<file path="config.mk">
export PLATFORM = sky130hd
export DESIGN_NAME = nn_mac_pipe
export DESIGN_NICKNAME = d
export VERILOG_FILES = /design/src/rtl/nn_pkg.sv /design/src/rtl/sm_mult_pipe.sv /design/src/rtl/nn_mac_pipe.sv
export SDC_FILE = /design/constraint.sdc
export NUM_CORES = 1
export LEC_CHECK = 0
export BUFFER_PORTS_ARGS = -buffer_cell sky130_fd_sc_hd__buf_2
export CAP_MARGIN = 20
export CORE_MARGIN = 10
export CORE_UTILIZATION = 53
export CTS_CLUSTER_SIZE = 28
export DETAILED_ROUTE_END_ITERATION = 7
export HOLD_SLACK_MARGIN = 0.08
export PLACE_DENSITY = 0.76
export SLEW_MARGIN = 0
export SYNTH_ARGS = -nofsm -noshare
export SYNTH_HDL_FRONTEND = slang
export SYNTH_HIERARCHICAL = 1
export SYNTH_SLANG_ARGS = --single-unit
export TNS_END_PERCENT = 5
</file>
<file path="constraint.sdc">
create_clock -name clk -period 4.98 [get_ports clk]
set_input_delay 0.747 -clock clk [delete_from_list [all_inputs] [get_ports clk]]
set_output_delay 0.747 -clock clk [all_outputs]
set_load 0.01 [all_outputs]
</file>
<file path="src/rtl/nn_pkg.sv">
// Shared neural-network datapath definitions: default widths, saturation bounds
// and the sign-magnitude to two's-complement helper.
package nn_pkg;

   localparam int NN_WIDTH_DEFAULT     = 8;
   localparam int NN_ACC_WIDTH_DEFAULT = 16;
   localparam int NN_SAT_MAX_DEFAULT   = (1 << (NN_ACC_WIDTH_DEFAULT - 1)) - 1;
   localparam int NN_SAT_MIN_DEFAULT   = -(1 << (NN_ACC_WIDTH_DEFAULT - 1));
   localparam int NN_TWOS_W            = 64;

   // Only the low 'width' bits of mag are significant; a zero magnitude gives +0.
   function automatic logic signed [NN_TWOS_W-1:0] to_twos(input logic sign,
                                                           input logic [NN_TWOS_W-1:0] mag,
                                                           input int width);
      logic [NN_TWOS_W-1:0] m;
      m = mag & ((64'd1 << width) - 64'd1);
      return sign ? -$signed(m) : $signed(m);
   endfunction

endpackage

</file>
<file path="src/rtl/sm_mult_pipe.sv">
// Pipelined sign-magnitude multiplier; valid, last and first travel beside the
// product so consecutive vectors stay separated through the pipe.
module sm_mult_pipe import nn_pkg::*; #(
   parameter int WIDTH  = NN_WIDTH_DEFAULT,
   parameter int STAGES = 4
) (
   input  logic                 clk,
   input  logic                 reset,
   input  logic                 in_valid,
   input  logic                 in_last,
   input  logic                 in_first,
   input  logic [WIDTH-1:0]     a,
   input  logic [WIDTH-1:0]     w,
   output logic                 out_valid,
   output logic                 out_last,
   output logic                 out_first,
   output logic                 out_sign,
   output logic [2*WIDTH-3:0]   out_mag,
   output logic                 busy
);

   localparam int MW = 2 * WIDTH - 2;

   logic [MW-1:0]     mag_in;
   logic              sign_in;
   logic [STAGES-1:0] vld_p;
   logic [STAGES-1:0] last_p;
   logic [STAGES-1:0] first_p;
   logic [STAGES-1:0] sign_p;
   logic [MW-1:0]     mag_p [STAGES];

   always_comb begin
      mag_in  = MW'(a[WIDTH-2:0]) * MW'(w[WIDTH-2:0]);
      sign_in = (a[WIDTH-1] ^ w[WIDTH-1]) & (mag_in != '0);
   end

   // stage 0 captures the product; later stages are pure delay
   always_ff @(posedge clk or negedge reset) begin
      if (!reset) begin
         vld_p <= '0;
      end else begin
         vld_p[0] <= in_valid;
         for (int i = 1; i < STAGES; i++) vld_p[i] <= vld_p[i-1];
      end
   end

   always_ff @(posedge clk) begin
      last_p[0]  <= in_last;
      first_p[0] <= in_first;
      sign_p[0]  <= sign_in;
      mag_p[0]   <= mag_in;
      for (int i = 1; i < STAGES; i++) begin
         last_p[i]  <= last_p[i-1];
         first_p[i] <= first_p[i-1];
         sign_p[i]  <= sign_p[i-1];
         mag_p[i]   <= mag_p[i-1];
      end
   end

   assign out_valid = vld_p[STAGES-1];
   assign out_last  = last_p[STAGES-1];
   assign out_first = first_p[STAGES-1];
   assign out_sign  = sign_p[STAGES-1];
   assign out_mag   = mag_p[STAGES-1];
   assign busy      = |vld_p;

endmodule

</file>
<file path="src/rtl/nn_mac_pipe.sv">
// Neuron MAC: pipelined sign-magnitude products accumulated per vector with
// clamping and a sticky overflow flag reported alongside the final sum.
module nn_mac_pipe import nn_pkg::*; #(
   parameter int WIDTH     = NN_WIDTH_DEFAULT,
   parameter int STAGES    = 4,
   parameter int ACC_WIDTH = NN_ACC_WIDTH_DEFAULT
) (
   input  logic                 clk,
   input  logic                 reset,
   input  logic                 in_valid,
   input  logic                 in_last,
   input  logic [WIDTH-1:0]     a,
   input  logic [WIDTH-1:0]     w,
   output logic                 out_valid,
   output logic [ACC_WIDTH-1:0] out_sum,
   output logic                 out_ovf,
   output logic                 busy
);

   localparam int MW = 2 * WIDTH - 2;
   localparam int SW = ACC_WIDTH + 1;
   localparam logic signed [SW-1:0] SAT_MAX = {2'b00, {(ACC_WIDTH-1){1'b1}}};
   localparam logic signed [SW-1:0] SAT_MIN = {2'b11, {(ACC_WIDTH-1){1'b0}}};

   logic                        first_in;
   logic                        m_vld, m_last, m_first, m_sign, m_busy;
   logic [MW-1:0]               m_mag;
   logic signed [ACC_WIDTH-1:0] acc;
   logic                        ovf, in_vec;
   logic signed [SW-1:0]        prod_ext, sum_raw;
   logic signed [ACC_WIDTH-1:0] sum_sat;
   logic                        ovf_nxt;

   function automatic logic is_clamped(input logic signed [SW-1:0] x);
      return (x > SAT_MAX) || (x < SAT_MIN);
   endfunction

   function automatic logic signed [ACC_WIDTH-1:0] saturate(input logic signed [SW-1:0] x);
      if (x > SAT_MAX) return SAT_MAX[ACC_WIDTH-1:0];
      if (x < SAT_MIN) return SAT_MIN[ACC_WIDTH-1:0];
      return x[ACC_WIDTH-1:0];
   endfunction

   // the beat after reset or after an in_last beat opens a new vector
   always_ff @(posedge clk or negedge reset) begin
      if (!reset)        first_in <= 1'b1;
      else if (in_valid) first_in <= in_last;
   end

   sm_mult_pipe #(.WIDTH(WIDTH), .STAGES(STAGES)) u_mult (
      .clk       (clk),
      .reset     (reset),
      .in_valid  (in_valid),
      .in_last   (in_last),
      .in_first  (first_in),
      .a         (a),
      .w         (w),
      .out_valid (m_vld),
      .out_last  (m_last),
      .out_first (m_first),
      .out_sign  (m_sign),
      .out_mag   (m_mag),
      .busy      (m_busy)
   );

   always_comb begin
      prod_ext = SW'(to_twos(m_sign, NN_TWOS_W'(m_mag), MW));
      sum_raw  = m_first ? prod_ext : $signed({acc[ACC_WIDTH-1], acc}) + prod_ext;
      sum_sat  = saturate(sum_raw);
      ovf_nxt  = (m_first ? 1'b0 : ovf) | is_clamped(sum_raw);
   end

   // accumulator stage; the last beat hands its result to the output registers
   always_ff @(posedge clk or negedge reset) begin
      if (!reset) begin
         acc       <= '0;
         ovf       <= 1'b0;
         in_vec    <= 1'b0;
         out_valid <= 1'b0;
         out_sum   <= '0;
         out_ovf   <= 1'b0;
      end else begin
         out_valid <= m_vld & m_last;
         if (m_vld) begin
            if (m_last) begin
               out_sum <= sum_sat;
               out_ovf <= ovf_nxt;
               acc     <= '0;
               ovf     <= 1'b0;
               in_vec  <= 1'b0;
            end else begin
               acc     <= sum_sat;
               ovf     <= ovf_nxt;
               in_vec  <= 1'b1;
            end
         end
      end
   end

   assign busy = m_busy | in_vec | out_valid;

endmodule

</file>
==> results of run 1 <==
-- metrics by stage --
stage | TNS, ns | util, % | hold slack [ns] | instance area, sq um | power, mW
final | 0 | 60.0 | 0.326 | 6790 | 4.37
after global routing | 0 | 60.0 | 0.331 | 6790 | 4.73
after CTS | 0 | 59.9 | 0.324 | 6780 | 4.39
after detailed placement | -0.140 | 57.1 | 0.312 | 6470 | 3.64
after global placement | -0.0276 | 57.1 | 0.310 | 6470 | 3.55
after floorplan | 0 | - | 0.310 | 6070 | 3.15
-- final cells by class --
type | count | area (sq um)
well taps | 143 | 179
clock inverters | 6 | 67.6
clock buffers | 10 | 250
flip-flops and latches | 109 | 2390
multi-input cells | 429 | 3410
fillers | 957 | 4530
repair buffers | 53 | 303
inverters | 50 | 188
-- worst paths after layout --
check                                      startpoint                    endpoint  slack, ns  depth (start not counted)
setup / recovery                                 a[3]    u_mult/sign_p[0]$_DFF_P_       0.27                         17
hold / removal             u_mult/mag_p[0][8]$_DFF_P_  u_mult/mag_p[1][8]$_DFF_P_       0.33                          0
setup reg to reg           u_mult/mag_p[3][0]$_DFF_P_      out_sum[3]$_DFFE_PN0P_       0.44                         14
hold reg to reg            u_mult/mag_p[0][8]$_DFF_P_  u_mult/mag_p[1][8]$_DFF_P_       0.33                          0
max in group asynchronous                       reset         acc[13]$_DFFE_PN0P_       3.89                          1
min in group asynchronous                       reset      out_sum[0]$_DFFE_PN0P_       0.52                          1
-- cell usage in the layout (no fill, tap or decap), types with 10 or more instances in the layout --
cell	n
dfxtp_1	68
nand2_1	61
inv_1	49
ha_1	49
dfrtp_1	40
buf_2	38
and2_1	34
o21ai_0	30
a21oi_1	28
fa_1	25
xnor2_1	22
nor2_1	15
buf_4	15
o22ai_1	11
maj3_2	10
clkbuf_16	10
-- sequential cells by signal (all words and copies together), names as in the netlist --
| register | flops |
|---|---|
| u_mult/mag_p | 56 |
| acc | 16 |
| out_sum | 16 |
| u_mult/first_p | 4 |
| u_mult/last_p | 4 |
| u_mult/sign_p | 4 |
| u_mult/vld_p | 4 |
| first_in | 1 |
| in_vec | 1 |
| out_ovf | 1 |
| out_valid | 1 |
| ovf | 1 |
-- metal layers --
layer | wire length (um) | vias up
li1 | - | 2177
met3 | 517 | 20
met2 | 5950 | 74
met5 | 0 | -
met1 | 5300 | 2155
met4 | 169 | 0
-- kinds of logic after synthesis --
kind of cell    Yosys count
compound gates          136
simple gates            165
mux                       9
flops                   109
xor+xnor                 31
buf+inv                  67
fa+ha+maj                88
-- power by group --
| part | total, mW | leakage, nW | internal, mW | switching (mW) |
|---|---|---|---|---|
| Sequential | 1.37 | 1.07 | 1.20 | 0.165 |
| Clock | 0.728 | 0.156 | 0.422 | 0.306 |
| Combinational | 2.27 | 1.92 | 0.994 | 1.28 |
| Total | 4.37 | 3.15 | 2.62 | 1.75 |
==> flow_metrics.py, run 1 <==
metrics = {
    "yosys": {
        "synth_top_area_share_pct": 22.4,
        "synth_area_per_cell_sq_um": 10.0,
        "synth_flop_cell": "dfxtp_1",
        "async_flop_share_pct": 37.6,
        "synth_xor_xnor_area_share_pct": 4.47,
        "synth_edf_count": 0,
        "ys_types": 70,
        "synth_compound_area_share_pct": 15.2,
        "synth_fa_ha_area_share_pct": 20.9,
        "synth_seq_cells": 109,
        "muxShareOfSynthArea_pct": 1.52,
        "synth_commonest_cells": "dfxtp_1, nand2_1, ha_1, inv_1, dfrtp_1",
        "yosysMostFrequentCell": "dfxtp_1",
        "syn_nets": 699,
        "netlist_instances": 605,
        "yosysTopAreaCell": "dfxtp_1",
        "synth_area_leaders": "dfxtp_1, dfrtp_1, ha_1",
        "yosysWarnings": 6,
        "synth-seq-area-share_pct": 39.3,
        "synth_top_family_by_area": "adder cells",
        "syn_area_sq_um": 6070,
        "yosys.area_share.simple_pct": 14.1,
    },
    "power": {
        "p_per_area_nw_per_um2": 643,
        "ir_drop_mv": 0.433,
        "p_leak_nw": 3.15,
    },
    "clock_network": {
        "htree_levels": 3,
        "ctsRootBufferMaster": "clkbuf_16",
        "numCtsBuffers": 9,
        "post_cts_buffers": 0,
        "clock-sinks": 109,
        "insertion_delay_ns": 0.35,
        "ctsResizeCount": 0,
        "clkTransAtPathRegs_ns": 0.07,
        "cts-hold-fix-buffers": 0,
        "cts_tree": "built",
        "ctsLongestPathBuffers": 2,
    },
    "worst_setup_path": {
        "endpoint_kind": "flip-flop",
        "worst_path_largest_cell_delay_ns": 0.53,
        "crit_path_top_delay_cell": "fa_1",
        "crit_family": "adder cells",
        "path_cells": "buf_2 -> and2_1 -> fa_1 -> inv_1 -> fa_1 -> inv_1 -> fa_1 -> inv_1 -> fa_1 -> inv_1 -> ha_1 -> a21oi_2 -> and2_1 -> a21oi_1 -> or3_1 -> a2111oi_2 -> a31oi_1",
        "cp-start-kind": "input port",
        "crit_buf_inv": 5,
        "path_class": "in -> reg",
        "required_ns": 5.20,
        "worstPathArrival_ns": 4.93,
        "cp_max_fo": 6,
    },
    "die": {
        "row_count": 39,
        "die_y_um": 127,
        "start_util_pct": 53.6,
        "io_pins": 39,
        "die_area_sq_um": 16100,
        "coreArea_sq_um": 11300,
        "die_w_um": 127,
    },
    "place": {
        "portBuffers": 38,
        "dp_hpwl_mm": 9.38,
        "dp_cells": 784,
        "dp_slack_ns": -0.140,
        "routabilityCongestion": 0.905,
    },
    "global_routing": {
        "grt.busiest_layer": "met2",
        "grt_pass1_vias": 4514,
        "grt_pass1_wl_mm": 20.5,
        "grt_use_met2_pct": 25.5,
        "grt_max_degree": 42,
        "use_met1_pct": 18.5,
        "antenna_found_initial": 0,
        "grtUsageMet3_pct": 3.93,
        "grt.total_usage_pct": 15.0,
        "grt_overflow": 0,
    },
    "detailed_routing": {
        "drc": 0,
        "first_pass_iters": 5,
        "ant_nets": 0,
        "wl_mm": 11.9,
        "vias": 4426,
        "wl_per_cell_um": 14.9,
        "first_iter_violations": 248,
        "routed_via_density": 5.53,
    },
    "timing": {
        "hold_violations": 0,
        "slew_headroom_pct": 33.4,
        "period_share_pct": 94.6,
        "worst_pin_slew_ns": 0.997,
        "finClkSkew_ns": 0.00736,
        "fmax_mhz": 212,
        "drv_slew": 0,
        "setup_viol": 0,
        "fin_ws_ns": 0.268,
        "rsz0062_at_grt": "no",
        "fin_crit_ns": 4.71,
    },
    "status": {
        "status": "finished, final reports clean",
    },
    "cells_and_area": {
        "areaGrowthSynthToFinish_pct": 11.8,
        "layout.nets": 746,
        "instances_no_fill": 800,
        "drive_above_1_share_pct": 15.8,
        "diodes": 0,
    },
    "flow_run": {
        "max_cap_viol_count": 0,
    },
    "min_path": {
        "hold_class": "reg -> reg",
    },
}
Note: power is estimated with default switching activity, not from simulation.
==> inputs of run 2 (changes only) <==
--- a/config.mk
+++ b/config.mk
@@ -8,11 +8,11 @@
 export BUFFER_PORTS_ARGS = -buffer_cell sky130_fd_sc_hd__buf_2
 export CAP_MARGIN = 20
 export CORE_MARGIN = 10
-export CORE_UTILIZATION = 53
+export CORE_UTILIZATION = 61
 export CTS_CLUSTER_SIZE = 28
 export DETAILED_ROUTE_END_ITERATION = 7
 export HOLD_SLACK_MARGIN = 0.08
-export PLACE_DENSITY = 0.76
+export PLACE_DENSITY = 0.85
 export SLEW_MARGIN = 0
 export SYNTH_ARGS = -nofsm -noshare
 export SYNTH_HDL_FRONTEND = slang
==> run 2 against run 1 <==
Total power down 4.6%. Via count down 0.72%. Critical path type unchanged. Critical endpoint unchanged. Cell count down 1.5%. Sequential share of layout area up 0.84 points. Maximum frequency down 1.2%. Largest power group unchanged. Final area down 2.3%.
==> flow_metrics.py, run 2 (synthesized netlist as in run 1, its figures left out) <==
metrics = {
    "power": {
        "ir_drop_mv": 0.241,
        "seq_power_share_pct": 32.4,
        "comb_power_share_pct": 55.5,
        "p_total_mw": 4.17,
        "p_leak_nw": 3.08,
        "p_per_area_nw_per_um2": 629,
        "p_sw_share_pct": 42.3,
        "internal_power_mw": 2.40,
        "clkPwrFrac_pct": 12.1,
        "p_sw_mw": 1.76,
    },
    "worst_setup_path": {
        "worstReg2RegEnd": "out_sum[0]$_DFFE_PN0P_",
        "path_class": "in -> reg",
        "rr_worst_depth": 14,
        "crit_start": "a[3]",
        "required_ns": 5.23,
        "endpoint_kind": "flip-flop",
        "cp-endpoint": "u_mult/sign_p[0]$_DFF_P_",
        "cp-start-kind": "input port",
        "cp_max_fo": 4,
        "r2r-start": "u_mult/mag_p[3][0]$_DFF_P_",
        "worstPathArrival_ns": 5.02,
        "reg2reg_slack_ns": 0.43,
    },
    "min_path": {
        "hp-start": "u_mult/mag_p[2][4]$_DFF_P_",
        "hold_class": "reg -> reg",
        "holdPathStages": 0,
    },
    "die": {
        "io_pins": 39,
        "start_util_pct": 62.4,
        "die_area_sq_um": 14300,
        "die_w_um": 120,
        "row_count": 36,
        "die_y_um": 120,
        "coreArea_sq_um": 9730,
    },
    "clock_network": {
        "clkTransAtPathRegs_ns": 0.11,
        "insertion_delay_ns": 0.38,
        "clock-sinks": 109,
        "post_cts_buffers": 0,
        "cts-hold-fix-buffers": 0,
        "ctsLongestPathBuffers": 2,
        "htree_levels": 3,
        "ctsRootBufferMaster": "clkbuf_8",
        "numCtsBuffers": 9,
        "ctsResizeCount": 0,
        "cts_tree": "built",
    },
    "timing": {
        "drv_slew": 0,
        "fin_tns_setup_ns": 0,
        "finClkSkew_ns": 0.0154,
        "rsz0062_at_grt": "no",
        "slew_headroom_pct": 41.1,
        "worst_pin_slew_ns": 0.884,
        "period_share_pct": 95.7,
        "hold_violations": 0,
        "fin_crit_ns": 4.77,
        "timing.hold.ws_ns": 0.318,
        "setup_viol": 0,
        "fmax_mhz": 210,
    },
    "detailed_routing": {
        "ant_nets": 0,
        "routed_via_density": 5.58,
        "first_pass_iters": 4,
        "wl_per_cell_um": 15.0,
        "vias": 4394,
        "drc": 0,
        "first_iter_violations": 296,
        "wl_mm": 11.8,
    },
    "global_routing": {
        "grt_pass1_wl_mm": 20.5,
        "grt_overflow": 0,
        "grt_max_degree": 42,
        "grt.total_usage_pct": 17.2,
        "antenna_found_initial": 0,
        "grt_pass1_vias": 4480,
    },
    "place": {
        "dp_cells": 772,
        "routabilityCongestion": 0.956,
        "portBuffers": 38,
        "dp_hpwl_mm": 9.52,
    },
    "cells_and_area": {
        "layout.nets": 744,
        "multi_input_area_sq_um": 3410,
        "utilization_pct": 68.1,
        "diodes": 0,
        "ff_latch_area_sq_um": 2390,
        "areaGrowthSynthToFinish_pct": 9.17,
        "largest-register": "u_mult/mag_p",
        "drive_above_1_share_pct": 15.4,
        "instances_no_fill": 788,
        "largest_reg_flops": 56,
        "fillers": 789,
        "final_cell_mix": "dfxtp_1, nand2_1, inv_1, ha_1, dfrtp_1",
        "final_common_cell": "dfxtp_1",
        "reg_top3": "u_mult/mag_p (56), acc (16), out_sum (16)",
    },
    "flow_run": {
        "max_cap_viol_count": 0,
    },
    "status": {
        "status": "finished, final reports clean",
    },
}
run 2: changes by cell type in the layout (fill, tap and decap cells not counted):
| cell | before | now |
|---|---|---|
| clkbuf_16 | 10 | 0 |
| clkbuf_8 | 0 | 10 |
| buf_4 | 15 | 13 |
| a21oi_1 | 28 | 29 |
| a21oi_2 | 6 | 5 |
| bufinv_16 | 1 | 0 |
| clkinv_2 | 2 | 1 |
| inv_6 | 0 | 1 |
| inv_8 | 1 | 2 |
run 2: layout make-up:
type / count / share of cell area [%]
Timing Repair Buffer: 51 / 4.34
Clock inverter: 6 / 0.793
Inverter: 50 / 2.83
Clock buffer: 10 / 2.08
Tap cell: 133 / 2.51
Sequential cell: 109 / 36.0
Multi-Input combinational cell: 429 / 51.4
run 2: layer usage:
| layer | GRT usage, % | up-vias | routed length [um] |
|---|---|---|---|
| met4 | 8.22 | 0 | 323 |
| met3 | 3.09 | 29 | 469 |
| met1 | 19.1 | 2069 | 5030 |
| li1 | - | 2177 | - |
| met2 | 30.9 | 119 | 6020 |
| met5 | 0 | - | 0 |
run 2: worst min-delay path by stage:
stage	end	slack, ns
detailed placement	u_mult/mag_p[2][9]$_DFF_P_	0.31
CTS	u_mult/mag_p[3][4]$_DFF_P_	0.33
floorplan	u_mult/first_p[1]$_DFF_P_	0.31
global route	u_mult/mag_p[3][4]$_DFF_P_	0.33
global placement	u_mult/mag_p[3][4]$_DFF_P_	0.31
finish	u_mult/mag_p[3][4]$_DFF_P_	0.32
run 2: through the flow:
| step | setup WS, ns | area, sq um |
|---|---|---|
| 6_report | 0.212 | 6630 |
| 5_1_grt | 0.000584 | 6630 |
| 4_1_cts | 0.259 | 6630 |
| 3_5_place_dp | -0.151 | 6440 |
| 3_3_place_gp | 0.0535 | 6440 |
| 2_1_floorplan | 0.126 | 6070 |
run 2: power groups by stage:
stage | Clock [mW] | Combinational [mW] | Sequential, mW
after floorplan | 0 | 1.78 | 1.37
after detailed placement | 0 | 2.29 | 1.38
final | 0.502 | 2.31 | 1.35
after CTS | 0.515 | 2.30 | 1.36
after global routing | 0.546 | 2.59 | 1.39
after global placement | 0 | 2.18 | 1.36
run 2: worst max-delay path: stages:
cell and delay, ns:
buf_2 0.10, and2_1 0.16, fa_1 0.54, inv_1 0.05
fa_1 0.47, inv_1 0.05, fa_1 0.52, inv_1 0.05
fa_1 0.55, inv_1 0.05, ha_1 0.34, a21oi_1 0.20
and2_1 0.20, a21oi_1 0.08, or3_1 0.36, a2111oi_2 0.41
a31oi_1 0.13
